`src/rtl/multicycle_controller_if.sv`:
```
// multicycle_controller_if: instruction/flag inputs and datapath control strobes between controller and datapath.
interface multicycle_controller_if;
    logic [31:0] Instr;
    logic [3:0]  ALUFlags;
    logic        PCWrite;
    logic        AdrSrc;
    logic        MemWrite;
    logic        IRWrite;
    logic [1:0]  ResultSrc;
    logic        ALUSrcA;
    logic [1:0]  ALUSrcB;
    logic [1:0]  ALUControl;
    logic [1:0]  ImmSrc;
    logic [1:0]  RegSrc;
    logic        RegWrite;

    modport master (
        input  Instr, ALUFlags,
        output PCWrite, AdrSrc, MemWrite, IRWrite, ResultSrc, ALUSrcA, ALUSrcB,
               ALUControl, ImmSrc, RegSrc, RegWrite
    );

    modport slave (
        output Instr, ALUFlags,
        input  PCWrite, AdrSrc, MemWrite, IRWrite, ResultSrc, ALUSrcA, ALUSrcB,
               ALUControl, ImmSrc, RegSrc, RegWrite
    );
endinterface

```
`src/rtl/multicycle_controller.sv`:
```
// multicycle_controller: sequences the shared-memory, shared-ALU datapath per instruction and holds NZCV flags.
module multicycle_controller (
    input  logic                    clk,
    input  logic                    reset,
    multicycle_controller_if.master bus
);
    typedef enum logic [3:0] {
        FETCH, DECODE, MEMADR, MEMREAD, MEMWB, MEMWRITE, EXECUTER, EXECUTEI, ALUWB, BRANCH
    } state_t;

    state_t     state_q, state_d;
    logic [3:0] flags_q, flags_d;
    logic       condex_q, condex_d;

    logic [3:0] cond, cmd, rd;
    logic [1:0] op;
    logic [5:0] funct;
    logic       n, z, c, v;
    logic       condex;
    logic [1:0] alu_dec;
    logic       no_write, arith;
    logic       next_pc, branch, reg_w, mem_w, ir_write, alu_op, pcs;
    logic       unused_bits;

    assign cond  = bus.Instr[31:28];
    assign op    = bus.Instr[27:26];
    assign funct = bus.Instr[25:20];
    assign rd    = bus.Instr[15:12];
    assign cmd   = funct[4:1];
    assign {n, z, c, v} = flags_q;
    assign unused_bits = &{1'b0, bus.Instr[19:16], bus.Instr[11:0]};

    always_comb begin
        case (cond)
            4'b0000: condex = z;
            4'b0001: condex = ~z;
            4'b0010: condex = c;
            4'b0011: condex = ~c;
            4'b0100: condex = n;
            4'b0101: condex = ~n;
            4'b0110: condex = v;
            4'b0111: condex = ~v;
            4'b1000: condex = c & ~z;
            4'b1001: condex = ~c | z;
            4'b1010: condex = n == v;
            4'b1011: condex = n != v;
            4'b1100: condex = ~z & (n == v);
            4'b1101: condex = z | (n != v);
            4'b1110: condex = 1'b1;
            default: condex = 1'b0;
        endcase
    end

    // Unrecognised commands fall back to ADD but never write a register.
    always_comb begin
        alu_dec  = 2'b00;
        no_write = 1'b0;
        case (cmd)
            4'b0100: alu_dec = 2'b00;
            4'b0010: alu_dec = 2'b01;
            4'b0000: alu_dec = 2'b10;
            4'b1100: alu_dec = 2'b11;
            4'b1010: begin
                alu_dec  = 2'b01;
                no_write = 1'b1;
            end
            default: no_write = 1'b1;
        endcase
    end

    assign arith = (cmd == 4'b0100) | (cmd == 4'b0010) | (cmd == 4'b1010);

    always_comb begin
        state_d           = state_q;
        next_pc           = 1'b0;
        branch            = 1'b0;
        reg_w             = 1'b0;
        mem_w             = 1'b0;
        ir_write          = 1'b0;
        alu_op            = 1'b0;
        bus.AdrSrc        = 1'b0;
        bus.ResultSrc     = 2'b00;
        bus.ALUSrcA       = 1'b0;
        bus.ALUSrcB       = 2'b00;
        case (state_q)
            FETCH: begin
                ir_write      = 1'b1;
                next_pc       = 1'b1;
                bus.ALUSrcA   = 1'b1;
                bus.ALUSrcB   = 2'b10;
                bus.ResultSrc = 2'b10;
                state_d       = DECODE;
            end
            DECODE: begin
                bus.ALUSrcA   = 1'b1;
                bus.ALUSrcB   = 2'b10;
                bus.ResultSrc = 2'b10;
                case (op)
                    2'b01:   state_d = MEMADR;
                    2'b00:   state_d = funct[5] ? EXECUTEI : EXECUTER;
                    2'b10:   state_d = BRANCH;
                    default: state_d = FETCH;
                endcase
            end
            MEMADR: begin
                bus.ALUSrcB = 2'b01;
                state_d     = funct[0] ? MEMREAD : MEMWRITE;
            end
            MEMREAD: begin
                bus.AdrSrc = 1'b1;
                state_d    = MEMWB;
            end
            MEMWB: begin
                bus.ResultSrc = 2'b01;
                reg_w         = 1'b1;
                state_d       = FETCH;
            end
            MEMWRITE: begin
                bus.AdrSrc = 1'b1;
                mem_w      = 1'b1;
                state_d    = FETCH;
            end
            EXECUTER: begin
                alu_op  = 1'b1;
                state_d = ALUWB;
            end
            EXECUTEI: begin
                bus.ALUSrcB = 2'b01;
                alu_op      = 1'b1;
                state_d     = ALUWB;
            end
            ALUWB: begin
                reg_w   = ~no_write;
                state_d = FETCH;
            end
            BRANCH: begin
                bus.ALUSrcB   = 2'b01;
                bus.ResultSrc = 2'b10;
                branch        = 1'b1;
                state_d       = FETCH;
            end
            default: state_d = FETCH;
        endcase
    end

    // The condition is frozen at DECODE so this instruction's own flag update cannot gate its writes.
    always_comb begin
        flags_d  = flags_q;
        condex_d = (state_q == DECODE) ? condex : condex_q;
        if ((state_q == EXECUTER || state_q == EXECUTEI) && funct[0] && condex_q) begin
            flags_d[3:2] = bus.ALUFlags[3:2];
            if (arith) flags_d[1:0] = bus.ALUFlags[1:0];
        end
    end

    always_ff @(posedge clk or negedge reset) begin
        if (!reset) begin
            state_q  <= FETCH;
            flags_q  <= 4'b0000;
            condex_q <= 1'b0;
        end else begin
            state_q  <= state_d;
            flags_q  <= flags_d;
            condex_q <= condex_d;
        end
    end

    assign pcs            = branch | (reg_w & (rd == 4'hF));
    assign bus.PCWrite    = reset & (next_pc | (pcs & condex_q));
    assign bus.RegWrite   = reset & reg_w & condex_q & (rd != 4'hF);
    assign bus.MemWrite   = reset & mem_w & condex_q;
    assign bus.IRWrite    = reset & ir_write;
    assign bus.ALUControl = alu_op ? alu_dec : 2'b00;
    assign bus.ImmSrc     = op;
    assign bus.RegSrc     = {op == 2'b01, op == 2'b10};
endmodule

```
`src/flat_wrapper.sv`:
```
// flat-port wrapper written by rule: the top's interface ports become plain ports
module multicycle_controller_flat 
  (clk, reset, bus_Instr, bus_ALUFlags, bus_PCWrite, bus_AdrSrc, bus_MemWrite, bus_IRWrite, bus_ResultSrc, bus_ALUSrcA, bus_ALUSrcB, bus_ALUControl, bus_ImmSrc, bus_RegSrc, bus_RegWrite);
  multicycle_controller_if bus_i ();
  input  logic clk;
  input  logic reset;
  input wire logic [$bits(bus_i.Instr)-1:0] bus_Instr;
  input wire logic [$bits(bus_i.ALUFlags)-1:0] bus_ALUFlags;
  output wire logic [$bits(bus_i.PCWrite)-1:0] bus_PCWrite;
  output wire logic [$bits(bus_i.AdrSrc)-1:0] bus_AdrSrc;
  output wire logic [$bits(bus_i.MemWrite)-1:0] bus_MemWrite;
  output wire logic [$bits(bus_i.IRWrite)-1:0] bus_IRWrite;
  output wire logic [$bits(bus_i.ResultSrc)-1:0] bus_ResultSrc;
  output wire logic [$bits(bus_i.ALUSrcA)-1:0] bus_ALUSrcA;
  output wire logic [$bits(bus_i.ALUSrcB)-1:0] bus_ALUSrcB;
  output wire logic [$bits(bus_i.ALUControl)-1:0] bus_ALUControl;
  output wire logic [$bits(bus_i.ImmSrc)-1:0] bus_ImmSrc;
  output wire logic [$bits(bus_i.RegSrc)-1:0] bus_RegSrc;
  output wire logic [$bits(bus_i.RegWrite)-1:0] bus_RegWrite;
  assign bus_i.Instr = bus_Instr;
  assign bus_i.ALUFlags = bus_ALUFlags;
  assign bus_PCWrite = bus_i.PCWrite;
  assign bus_AdrSrc = bus_i.AdrSrc;
  assign bus_MemWrite = bus_i.MemWrite;
  assign bus_IRWrite = bus_i.IRWrite;
  assign bus_ResultSrc = bus_i.ResultSrc;
  assign bus_ALUSrcA = bus_i.ALUSrcA;
  assign bus_ALUSrcB = bus_i.ALUSrcB;
  assign bus_ALUControl = bus_i.ALUControl;
  assign bus_ImmSrc = bus_i.ImmSrc;
  assign bus_RegSrc = bus_i.RegSrc;
  assign bus_RegWrite = bus_i.RegWrite;
  multicycle_controller u_core (.clk(clk), .reset(reset), .bus(bus_i));
endmodule
```
`config.mk`:
```
export PLATFORM = sky130hd
export DESIGN_NAME = multicycle_controller_flat
export DESIGN_NICKNAME = d
export VERILOG_FILES = /design/src/rtl/multicycle_controller_if.sv /design/src/rtl/multicycle_controller.sv /design/src/flat_wrapper.sv
export SDC_FILE = /design/constraint.sdc
export NUM_CORES = 1
export LEC_CHECK = 0
export CAP_MARGIN = 15
export CORE_MARGIN = 2
export CORE_UTILIZATION = 60
export DETAILED_ROUTE_END_ITERATION = 8
export DONT_BUFFER_PORTS = 1
export GPL_ROUTABILITY_DRIVEN = 0
export PLACE_DENSITY_LB_ADDON = 0.12
export SLEW_MARGIN = 20
export SYNTH_ARGS = -nofsm -noshare
export SYNTH_HDL_FRONTEND = slang
export SYNTH_SLANG_ARGS = --single-unit
```
`constraint.sdc`:
```
create_clock -name clk -period 1.8 [get_ports clk]
set_clock_uncertainty 0.05 [all_clocks]
set_input_delay 0 -clock clk [delete_from_list [all_inputs] [get_ports clk]]
set_output_delay 0 -clock clk [all_outputs]
set_load 0.02 [all_outputs]
```
==> out/qor.csv, run 1 <==
stage,metric,value,unit
placement,dpl.hpwl,1409,microns
die,die_w,41.02,microns
finish,area_growth,28.46,%
drt,wl_per_cell,14.85,microns
critical_path,cp_top_family,buffers and inverters,
grt,grt_max_degree,14,
critical_path,critPathKind,flip-flop to flip-flop,
clock_network,clk_pin_slew,0.06,ns
timing,tightest_slew,0.6297,ns
critical_path,cp_data_required_time,1.95,ns
drt,drc,0,
finish,diodes,0,
placement,dp_slack,0.1931,ns
timing,final-setup-viol-count,0,
finish,drive_above_1_share,17.80,%
critical_path,max_stage_delay,0.57,ns
timing,max_freq,590.9,MHz
status,status,"complete, no violations",
timing,fin_tns_setup,0,ns
drt,drt_iter0_drc,27,
synth,synth.avg_cell_area,8.475,sq um
synth,syn_nets,135,
synth,postSynth.asyncResetShare,100.0,%
clock_network,cts-root-buf,clkbuf_4,
drt,drtPass1Iterations,4,
grt,antenna_found_initial,0,
finish,final_nets,157,
finish,nFillCells,92,
timing,fin_crit,1.692,ns
job,maxCapViolations,0,
die,die_area,1682,sq um
critical_path,crit_chain,"buf_4, nor2_1, a21boi_0, dlygate4sd3_1",
synth,ys_seq_area_share,27.40,%
timing,layout_setup_ws,0.1076,ns
critical_path,critical_path_depth,4,
drt,routed_via_density,6.090,
grt,grt_pass1_vias,709,
clock_network,cts_tree,built,
clock_network,clock_path_buffers,2,
die,ios,54,
die,start_util,63.97,%
clock_network,cts_sinks,9,
pwr,p_leak,0.4543,nW
timing,hold_viol,0,
placement,numPortBuffers,0,
critical_path,crit_path_end_kind,flip-flop,
min_path,holdCritPathClass,input pin to flip-flop,
critical_path,crit_arrival,1.84,ns
synth,synthCells,97,
grt,grt_pass1_wl,2884,microns
drt,wirelength,1975,microns
critical_path,worst-path-max-fanout,6,
synth,syn_area,822.0,sq um
finish,final_area,1056,sq um
min_path,hold_depth,3,
die,rows,13,
timing,rsz0062_at_grt,no,
pwr,ir_drop,0.8354,mV
grt,overflow,0,
synth,synth-main-ff-cell,dfrtp_1,
timing,drv_slew,0,
synth,yosys_warnings,0,
critical_path,setup.worst_path.start_class,flip-flop,
pwr,power_density,1257,nW/um^2
drt,vias,810,
timing,slew_headroom,57.69,%
drt,final_antenna_net_count,0,
synth,ys_types,40,
clock_network,cts_max_level,1,
timing,fin_crit_sh,94.02,%
die,core,1285,sq um
critical_path,r2r_cells,4,
synth,synth_edf_count,0,
die,die_y,41.02,microns
placement,placed_area,880.8,sq um
grt,grt_usage,27.20,%
clock_network,cts_inserted_buffers,3,
synth,ys_seq_elements,9,
critical_path,crit_buf_inv,2,
clock_network,post_cts_buffers,0,
critical_path,critPathSlowestCell,dlygate4sd3_1,
clock_network,clkLatencyLatePin,0.26,ns
## routing by layer
metal / track usage [%] / wire length, microns / vias to the layer above
met4: 13.33 / 41 / 0
met2: 42.58 / 953 / 30
met1: 34.02 / 836 / 377
met5: 0 / 0 / -
li1: - / - / 396
met3: 7.609 / 144 / 7
## final timing paths
path,startpoint,to,slack [ns]
min in group asynchronous,reset,u_core.state_q[3]$_DFF_PN0_,0.04
worst max register to register,u_core.state_q[2]$_DFF_PN0_,u_core.state_q[2]$_DFF_PN0_,0.11
worst min-delay path,bus_Instr[29],u_core.condex_q$_DFFE_PN0P_,0.01
worst min register to register,u_core.flags_q[0]$_DFFE_PN0P_,u_core.flags_q[0]$_DFFE_PN0P_,0.50
worst max-delay path,u_core.state_q[2]$_DFF_PN0_,u_core.state_q[2]$_DFF_PN0_,0.11
max in group asynchronous,reset,u_core.flags_q[0]$_DFFE_PN0P_,1.39
## worst reg2reg max path: cells and delay by family, from the launching register on
family | cells | cell delay [ns]
buffers and inverters | 2 | 0.74
AO/OA/AOI/OAI | 1 | 0.20
flip-flops | 1 | 0.43
AND/OR/NAND/NOR | 1 | 0.21
## cells in the mapped netlist (2+ instances only)
cell type / number / share of area, %
a21boi_0: 3 / 2.7
a21oi_1: 2 / 1.2
and2_1: 2 / 1.5
buf_4: 3 / 2.7
clkbuf_1: 4 / 1.8
dfrtp_1: 9 / 27
inv_1: 2 / 0.91
mux2_1: 2 / 2.7
mux2_2: 3 / 4.1
mux2i_1: 3 / 3.7
nand2_1: 3 / 1.4
nand2b_1: 8 / 6.1
nand3_1: 2 / 1.2
nand3b_1: 3 / 2.7
nor2_1: 6 / 2.7
nor2b_1: 3 / 2.3
nor3_1: 5 / 3.0
nor3b_1: 2 / 1.8
o21ai_0: 5 / 3.0
o22ai_1: 2 / 1.5
o31a_1: 2 / 2.1
o31ai_1: 2 / 1.8
xnor2_1: 3 / 3.2
xor2_1: 2 / 2.1
## power breakdown
group | leakage, nW | switching (W) | internal (W)
clock network | 0.0150 | 0.0000679 | 0.0000853
logic | 0.322 | 0.000470 | 0.000362
registers | 0.117 | 0.0000682 | 0.000274
## cell type report
cell class                      count  area (sq um)  share of cell area [%]
Inverter                            2         7.507                  0.7109
Sequential cell                     9         225.2                   21.33
Timing Repair Buffer               25         222.7                   21.09
Multi-Input combinational cell     78         555.5                   52.61
Tap cell                           15         18.77                   1.777
Clock buffer                        4         26.28                   2.488
## layout by cell type, fill, tap and decap left out, types with 2 or more instances in the layout
master	netlist	routed
clkbuf_4	0	3
dfrtp_1	9	9
xnor2_1	3	3
mux2i_1	3	3
mux2_1	2	2
nand3_1	2	2
nor2b_1	3	2
mux2_2	3	3
nand2b_1	8	8
o31ai_1	2	2
nor3_1	5	5
o21ai_0	5	5
nand2_1	3	3
a21boi_0	3	3
a21oi_1	2	2
and2_1	2	2
inv_1	2	2
xor2_1	2	2
dlygate4sd3_1	0	14
o31a_1	2	2
nor3b_1	2	2
nor2_1	6	6
o22ai_1	2	2
buf_4	3	11
nand3b_1	3	3
## sequential cells by signal, summed over array words and instances, names as in the netlist
| register | count |
|---|---|
| u_core.flags_q | 4 |
| u_core.condex_q | 1 |
| u_core.state_q | 4 |
## logic make-up after synthesis
group | Yosys count | share of synthesized area (%)
compound gates | 21 | 17.96
xor+xnor | 5 | 5.328
buf+inv | 10 | 6.087
flops | 9 | 27.40
mux | 8 | 10.50
simple gates | 44 | 32.73
## per-stage QoR
| step | utilization [%] | hold slack (ns) | cells | total power, W |
|---|---|---|---|---|
| 4_1_cts | 81.50 | 0.009203 | 133 | 0.001320 |
| 3_5_place_dp | 68.55 | -0.3454 | 115 | 0.001110 |
| 2_1_floorplan | - | -0.3456 | 97 | 0.0009316 |
| 5_1_grt | 82.18 | 0.03604 | 133 | 0.001439 |
| 6_report | 82.18 | 0.01385 | 133 | 0.001327 |
| 3_3_place_gp | 68.55 | -0.3454 | 115 | 0.001087 |
## repair_timing
action	CTS	global route
resized for setup	0	3
endpoints found under the hold margin	20	0
hold buffers	14	0
endpoints found under the setup margin	0	1
No activity file was read; power rests on OpenSTA's default activity.
==> run 2: changes to the inputs <==
- ABC_AREA: unset -> 1
==> run 2 against run 1 <==
  * Hold slack worse by 0.011 ns
  * Non-clock buffer count down 10
  * Design area down 3.6%
  * Sequential power increased by 17%
  * Combinational power fell by 12%
  * Synthesized area up 0.76%
  * Synthesized cell count up 49%
  * Register-to-register slack got worse by 0.05 ns
  * Die area increased by 0.68%
  * Final cell count is 32% higher
  * Wire length rose by 14%
  * Critical path type unchanged
  * Largest power group unchanged
==> out/qor.csv, run 2 <==
stage,metric,value,unit
status,status,"complete, no violations",
finish,seqCellArea,227.7,sq um
min_path,holdCritPathClass,input pin to flip-flop,
timing,final-setup-viol-count,0,
drt,final_antenna_net_count,0,
synth,synthCells,145,
die,core,1301,sq um
pwr,p_int,0.0005955,W
timing,fin_crit_sh,96.66,%
synth,ys_types,17,
drt,drtPass1Iterations,4,
clock_network,cts_sinks,9,
pwr,comb_power_share,56.8,%
critical_path,worst-path-max-fanout,5,
finish,final_common_cell,nand2_1,
grt,grt_max_degree,10,
synth,synth.top_cell.area_share,27.19,%
clock_network,clock_path_buffers,2,
synth,synth_edf_count,0,
grt,grt_usage,28.56,%
synth,postSynth.asyncResetShare,100.0,%
critical_path,setup.worst_path.start_class,flip-flop,
critical_path,critPathKind,flip-flop to flip-flop,
pwr,ir_drop,1.127,mV
clock_network,cts_max_level,1,
finish,layout.cells.non_filler,176,
synth,yosys-top-cells-count,"nand2_1 (43), inv_1 (25), nand3_1 (23)",
synth,synthTopCellsByArea,"dfrtp_1 (27%), nand2_1 (19%), nand3_1 (14%)",
die,start_util,63.65,%
clock_network,cts_tree,built,
grt,antenna_found_initial,0,
pwr,switchingPower,0.0006946,W
finish,diodes,0,
synth,yosys_warnings,0,
synth,synth_top_area_cell,dfrtp_1,
timing,layout_setup_ws,0.06013,ns
timing,drv_slew,0,
synth,syn_area,828.3,sq um
timing,slew_headroom,68.86,%
clock_network,clk_pin_slew,0.06,ns
finish,drive_above_1_share,11.18,%
placement,placed_cells,157,
grt,overflow,0,
clock_network,clkLatencyLatePin,0.26,ns
die,die_w,41.16,microns
finish,area_growth,22.96,%
placement,dp_slack,0.4721,ns
finish,nFillCells,95,
pwr,pwr-share-clk,12.2,%
timing,max_freq,574.8,MHz
synth,yosysMostFrequentCell,nand2_1,
drt,wl_per_cell,12.81,microns
die,rows,13,
grt,grt_pass1_wl,3243,microns
finish,layout_common_cells,"nand2_1 (43), inv_1 (25), nand3_1 (23), nor2_1 (18), dlygate4sd3_1 (14)",
pwr,p_leak,0.5676,nW
clock_network,cts_inserted_buffers,3,
synth,ys_seq_elements,9,
synth,syn_nets,183,
finish,multiInputGateArea,493.0,sq um
die,ios,54,
critical_path,crit_arrival,1.83,ns
finish,largestRegisters,"u_core.flags_q: 4 flops, u_core.state_q: 4 flops, u_core.condex_q: 1 flops",
job,maxCapViolations,0,
placement,numPortBuffers,0,
drt,drc,0,
placement,dpl.hpwl,1442,microns
critical_path,crit_path_end_kind,flip-flop,
finish,fin_util,78.27,%
pwr,p_seq_share,31.0,%
clock_network,cts-root-buf,clkbuf_4,
timing,tightest_slew,0.4686,ns
drt,routed_via_density,5.489,
drt,drt_iter0_drc,34,
drt,vias,966,
timing,hold_viol,0,
timing,fin_crit,1.740,ns
drt,wirelength,2254,microns
pwr,power_switching_share,53.84,%
synth,synth.avg_cell_area,5.712,sq um
critical_path,cp_data_required_time,1.89,ns
grt,grt_pass1_vias,879,
die,die_area,1694,sq um
synth,synth-main-ff-cell,dfrtp_1,
timing,hold_ws,0.003097,ns
die,die_y,41.16,microns
synth,ys_seq_area_share,27.19,%
finish,final_nets,200,
pwr,power_density,1267,nW/um^2
## run 2: changes by cell type after synthesis, sizes merged, moves of 5 or more
cell    change
nor2       +18
nand2b      -8
nor3        -5
mux2        -5
inv        +26
nand2      +42
nand3      +21
## run 2: path summary, 6_finish.rpt
path | start | to | slack [ns] | depth (start not counted)
worst max-delay path | u_core.state_q[0]$_DFF_PN0_ | u_core.state_q[2]$_DFF_PN0_ | 0.06 | 7
worst min-delay path | bus_Instr[23] | u_core.flags_q[1]$_DFFE_PN0P_ | 0.003 | 4
worst max register to register | u_core.state_q[0]$_DFF_PN0_ | u_core.state_q[2]$_DFF_PN0_ | 0.06 | 7
worst min register to register | u_core.condex_q$_DFFE_PN0P_ | u_core.condex_q$_DFFE_PN0P_ | 0.48 | 2
max in group asynchronous | reset | u_core.state_q[0]$_DFF_PN0_ | 1.33 | 1
min in group asynchronous | reset | u_core.state_q[3]$_DFF_PN0_ | 0.06 | 1
## run 2: repair_timing
action / in CTS / in global routing
endpoints found under the hold margin: 20 / 0
endpoints found under the setup margin: 0 / 2
hold buffers: 14 / 0
resized for setup: 0 / 6
buffers inserted: 0 / 1
## run 2: routing by layer
layer	global-route usage (%)	vias up	routed length, microns
met1	27.85	448	880
li1	-	482	-
met2	59.38	32	1247
met4	8.065	0	19
met3	4.348	4	107
met5	0	-	0
## run 2: worst max-delay path: stages, from the launching register on
cell           delay [ns]
dfrtp_2              0.45
inv_1                0.14
nor2_4               0.05
nand2_1              0.10
inv_1                0.07
nand3_1              0.08
o211ai_1             0.10
dlygate4sd3_1        0.59
## run 2: logic make-up (layout without fill, tap and decap cells)
group | count (synthesis) | count (layout) | share of synthesized area, %
compound gates | 13 | 13 | 8.912
buf+inv | 31 | 47 | 15.10
flops | 9 | 9 | 27.19
simple gates | 92 | 92 | 48.79
## run 2: cell type report
type | instances | area share [%]
multi-input cells | 105 | 48.40
flip-flops and latches | 9 | 22.36
inverters | 28 | 10.32
repair buffers | 15 | 14.50
well taps | 15 | 1.843
clock buffers | 4 | 2.580
## run 2: power by group through the flow
stage / registers (W) / clock network [W] / logic (W)
floorplan: 0.000328 / 0 / 0.000588
global placement: 0.000369 / 0 / 0.000607
detailed placement: 0.000371 / 0 / 0.000619
CTS: 0.000368 / 0.000160 / 0.000682
global route: 0.000403 / 0.000173 / 0.000808
finish: 0.000400 / 0.000157 / 0.000733
## run 2: per-stage QoR
| step | area (sq um) | total power, W | setup TNS [ns] |
|---|---|---|---|
| floorplan | 828.3 | 0.0009161 | 0 |
| global placement | 827.0 | 0.0009759 | 0 |
| detailed placement | 827.0 | 0.0009901 | 0 |
| CTS | 993.5 | 0.001210 | 0 |
| global route | 1018 | 0.001385 | -0.003146 |
| finish | 1018 | 0.001290 | 0 |
==> run 3: changes to the inputs <==
- CELL_PAD_IN_SITES_DETAIL_PLACEMENT: unset -> 0
- CELL_PAD_IN_SITES_GLOBAL_PLACEMENT: unset -> 1
- CORE_UTILIZATION: 60 -> 38
==> run 3 against run 2 <==
  * The run now ends with hold timing left
  * Sequential share of layout area down 0.31 points
  * Combinational power about the same
  * First-iteration DRC count down 29%
  * Count of clock-buffer cells in the layout unchanged
  * Largest cell class unchanged
  * Largest power group unchanged
  * Highest routed layer unchanged
==> out/qor.csv, run 3 (synthesis results as in run 2) <==
stage,metric,value,unit
pwr,p_seq_share,30.5,%
critical_path,critPathKind,flip-flop to flip-flop,
clock_network,clkLatencyLatePin,0.26,ns
timing,final-setup-viol-count,0,
drt,drc,0,
grt,grt_usage,18.03,%
min_path,holdCritPathClass,input pin to flip-flop,
finish,largestRegisters,"u_core.flags_q: 4 flops, u_core.state_q: 4 flops, u_core.condex_q: 1 flops",
status,status,"finished, violations left",
finish,area_growth,24.02,%
drt,drtPass1Iterations,4,
grt,overflow,0,
die,die_area,2569,sq um
die,rows,16,
timing,max_freq,595.9,MHz
clock_network,cts_inserted_buffers,3,
drt,routed_via_density,4.941,
clock_network,cts_sinks,9,
drt,wirelength,2137,microns
placement,numPortBuffers,0,
die,die_y,50.69,microns
timing,tightest_slew,0.4470,ns
finish,seqCellArea,226.5,sq um
grt,grt_max_degree,10,
finish,nFillCells,228,
min_path,hold_depth,4,
die,ios,54,
min_path,hold_end,u_core.flags_q[0]$_DFFE_PN0P_,
critical_path,cp_data_required_time,1.95,ns
clock_network,clock_path_buffers,2,
critical_path,crit_arrival,1.83,ns
pwr,power_switching_share,53.12,%
critical_path,crit_path_end_kind,flip-flop,
pwr,switchingPower,0.0006831,W
clock_network,clk_pin_slew,0.06,ns
job,maxCapViolations,0,
critical_path,r2r-start,u_core.state_q[1]$_DFF_PN0_,
die,die_w,50.69,microns
die,start_util,41.37,%
drt,vias,929,
clock_network,cts_tree,built,
placement,placed_area,842.1,sq um
timing,slew_headroom,70.29,%
timing,drv_slew,0,
grt,antenna_found_initial,0,
critical_path,worst-path-max-fanout,8,
finish,layout_common_cells,"nand2_1 (43), inv_1 (23), nand3_1 (23), nor2_1 (18), dlygate4sd3_1 (12)",
pwr,comb_power_share,57.2,%
placement,dpl.hpwl,1580,microns
critical_path,setup.worst_path.start_class,flip-flop,
timing,hold_viol,2,
pwr,fin_total_pwr,0.001286,W
finish,final_nets,200,
timing,fin_crit_sh,93.23,%
finish,diodes,0,
finish,final_common_cell,nand2_1,
min_path,holdCritStartpoint,bus_Instr[23],
pwr,p_leak,0.5731,nW
drt,drt_iter0_drc,24,
critical_path,r2r_cells,6,
timing,fin_crit,1.678,ns
clock_network,cts_max_level,1,
finish,multiInputGateArea,493.0,sq um
critical_path,r2r_slack,0.12,ns
timing,hold_ws,-0.02724,ns
critical_path,r2r-end,u_core.state_q[2]$_DFF_PN0_,
die,core,2002,sq um
pwr,ir_drop,0.7276,mV
grt,grt_pass1_wl,3443,microns
finish,drive_above_1_share,13.04,%
grt,grt_pass1_vias,833,
clock_network,cts-root-buf,clkbuf_4,
pwr,pwr-share-clk,12.3,%
drt,final_antenna_net_count,0,
pwr,p_int,0.0006029,W
drt,wl_per_cell,11.37,microns
pwr,power_density,1252,nW/um^2
finish,final_area,1027,sq um
status,violations,hold timing,
## run 3: changes by cell type in the layout (fill, tap and decap cells not counted)
cell,delta
buf_4,+2
dlygate4sd3_1,-2
inv_1,-2
inv_2,+2
dfrtp_1,+1
dfrtp_2,-1
## run 3: how the worst max path moves through the flow
stage	from	slack, ns	endpoint
floorplan	u_core.state_q[3]$_DFF_PN0_	0.58	u_core.state_q[0]$_DFF_PN0_
global placement	u_core.state_q[3]$_DFF_PN0_	0.48	u_core.state_q[0]$_DFF_PN0_
detailed placement	u_core.state_q[3]$_DFF_PN0_	0.45	u_core.state_q[0]$_DFF_PN0_
CTS	u_core.state_q[1]$_DFF_PN0_	0.03	u_core.state_q[2]$_DFF_PN0_
global route	u_core.state_q[0]$_DFF_PN0_	-0.002	u_core.state_q[2]$_DFF_PN0_
finish	u_core.state_q[1]$_DFF_PN0_	0.12	u_core.state_q[2]$_DFF_PN0_
## run 3: per-stage QoR
step                 TNS [ns]  worst slack, ns  util [%]  std cells
finish                      0           0.1219     51.31        188
global route        -0.001535        -0.001535     51.31        188
CTS                         0          0.03289     49.88        186
detailed placement          0           0.4511     42.06        169
global placement            0           0.4837     42.06        169
floorplan                   0           0.5757         -        145
## run 3: layout make-up
type                       instances  area share (%)
multi-input combinational        105           47.99
timing repair buffer              15           13.89
sequential                         9           22.05
inverter                          28           10.23
tap                               27           3.289
clock buffer                       4           2.558
## run 3: worst max-delay path, cell delays in order (launching register included)
cell	delay [ns]
dfrtp_2	0.50
nor2_4	0.16
nand2_1	0.10
inv_2	0.08
nand3_1	0.07
o211ai_1	0.09
dlygate4sd3_1	0.57
## run 3: repair_timing
item / 4_1_cts / 5_1_grt
setup buffers: 0 / 3
hold buffers: 13 / 0
gates resized for setup: 0 / 7
setup endpoints to repair: 0 / 2
hold endpoints to repair: 20 / 0
## run 3: routing by layer
layer  vias up  global-route usage, %  wire length (microns)
li1        482                      -                      -
met1       413                  23.11                   1003
met2        30                  30.26                   1011
met3         4                  2.976                     92
met4         0                  6.757                     29
met5         -                      0                      0
## run 3: power by group through the flow
| stage | logic, W | clock network [W] | registers (W) |
|---|---|---|---|
| 6_report | 0.000736 | 0.000158 | 0.000392 |
| 5_1_grt | 0.000818 | 0.000173 | 0.000402 |
| 4_1_cts | 0.000694 | 0.000160 | 0.000370 |
| 3_5_place_dp | 0.000629 | 0 | 0.000372 |
| 3_3_place_gp | 0.000623 | 0 | 0.000370 |
| 2_1_floorplan | 0.000588 | 0 | 0.000328 |
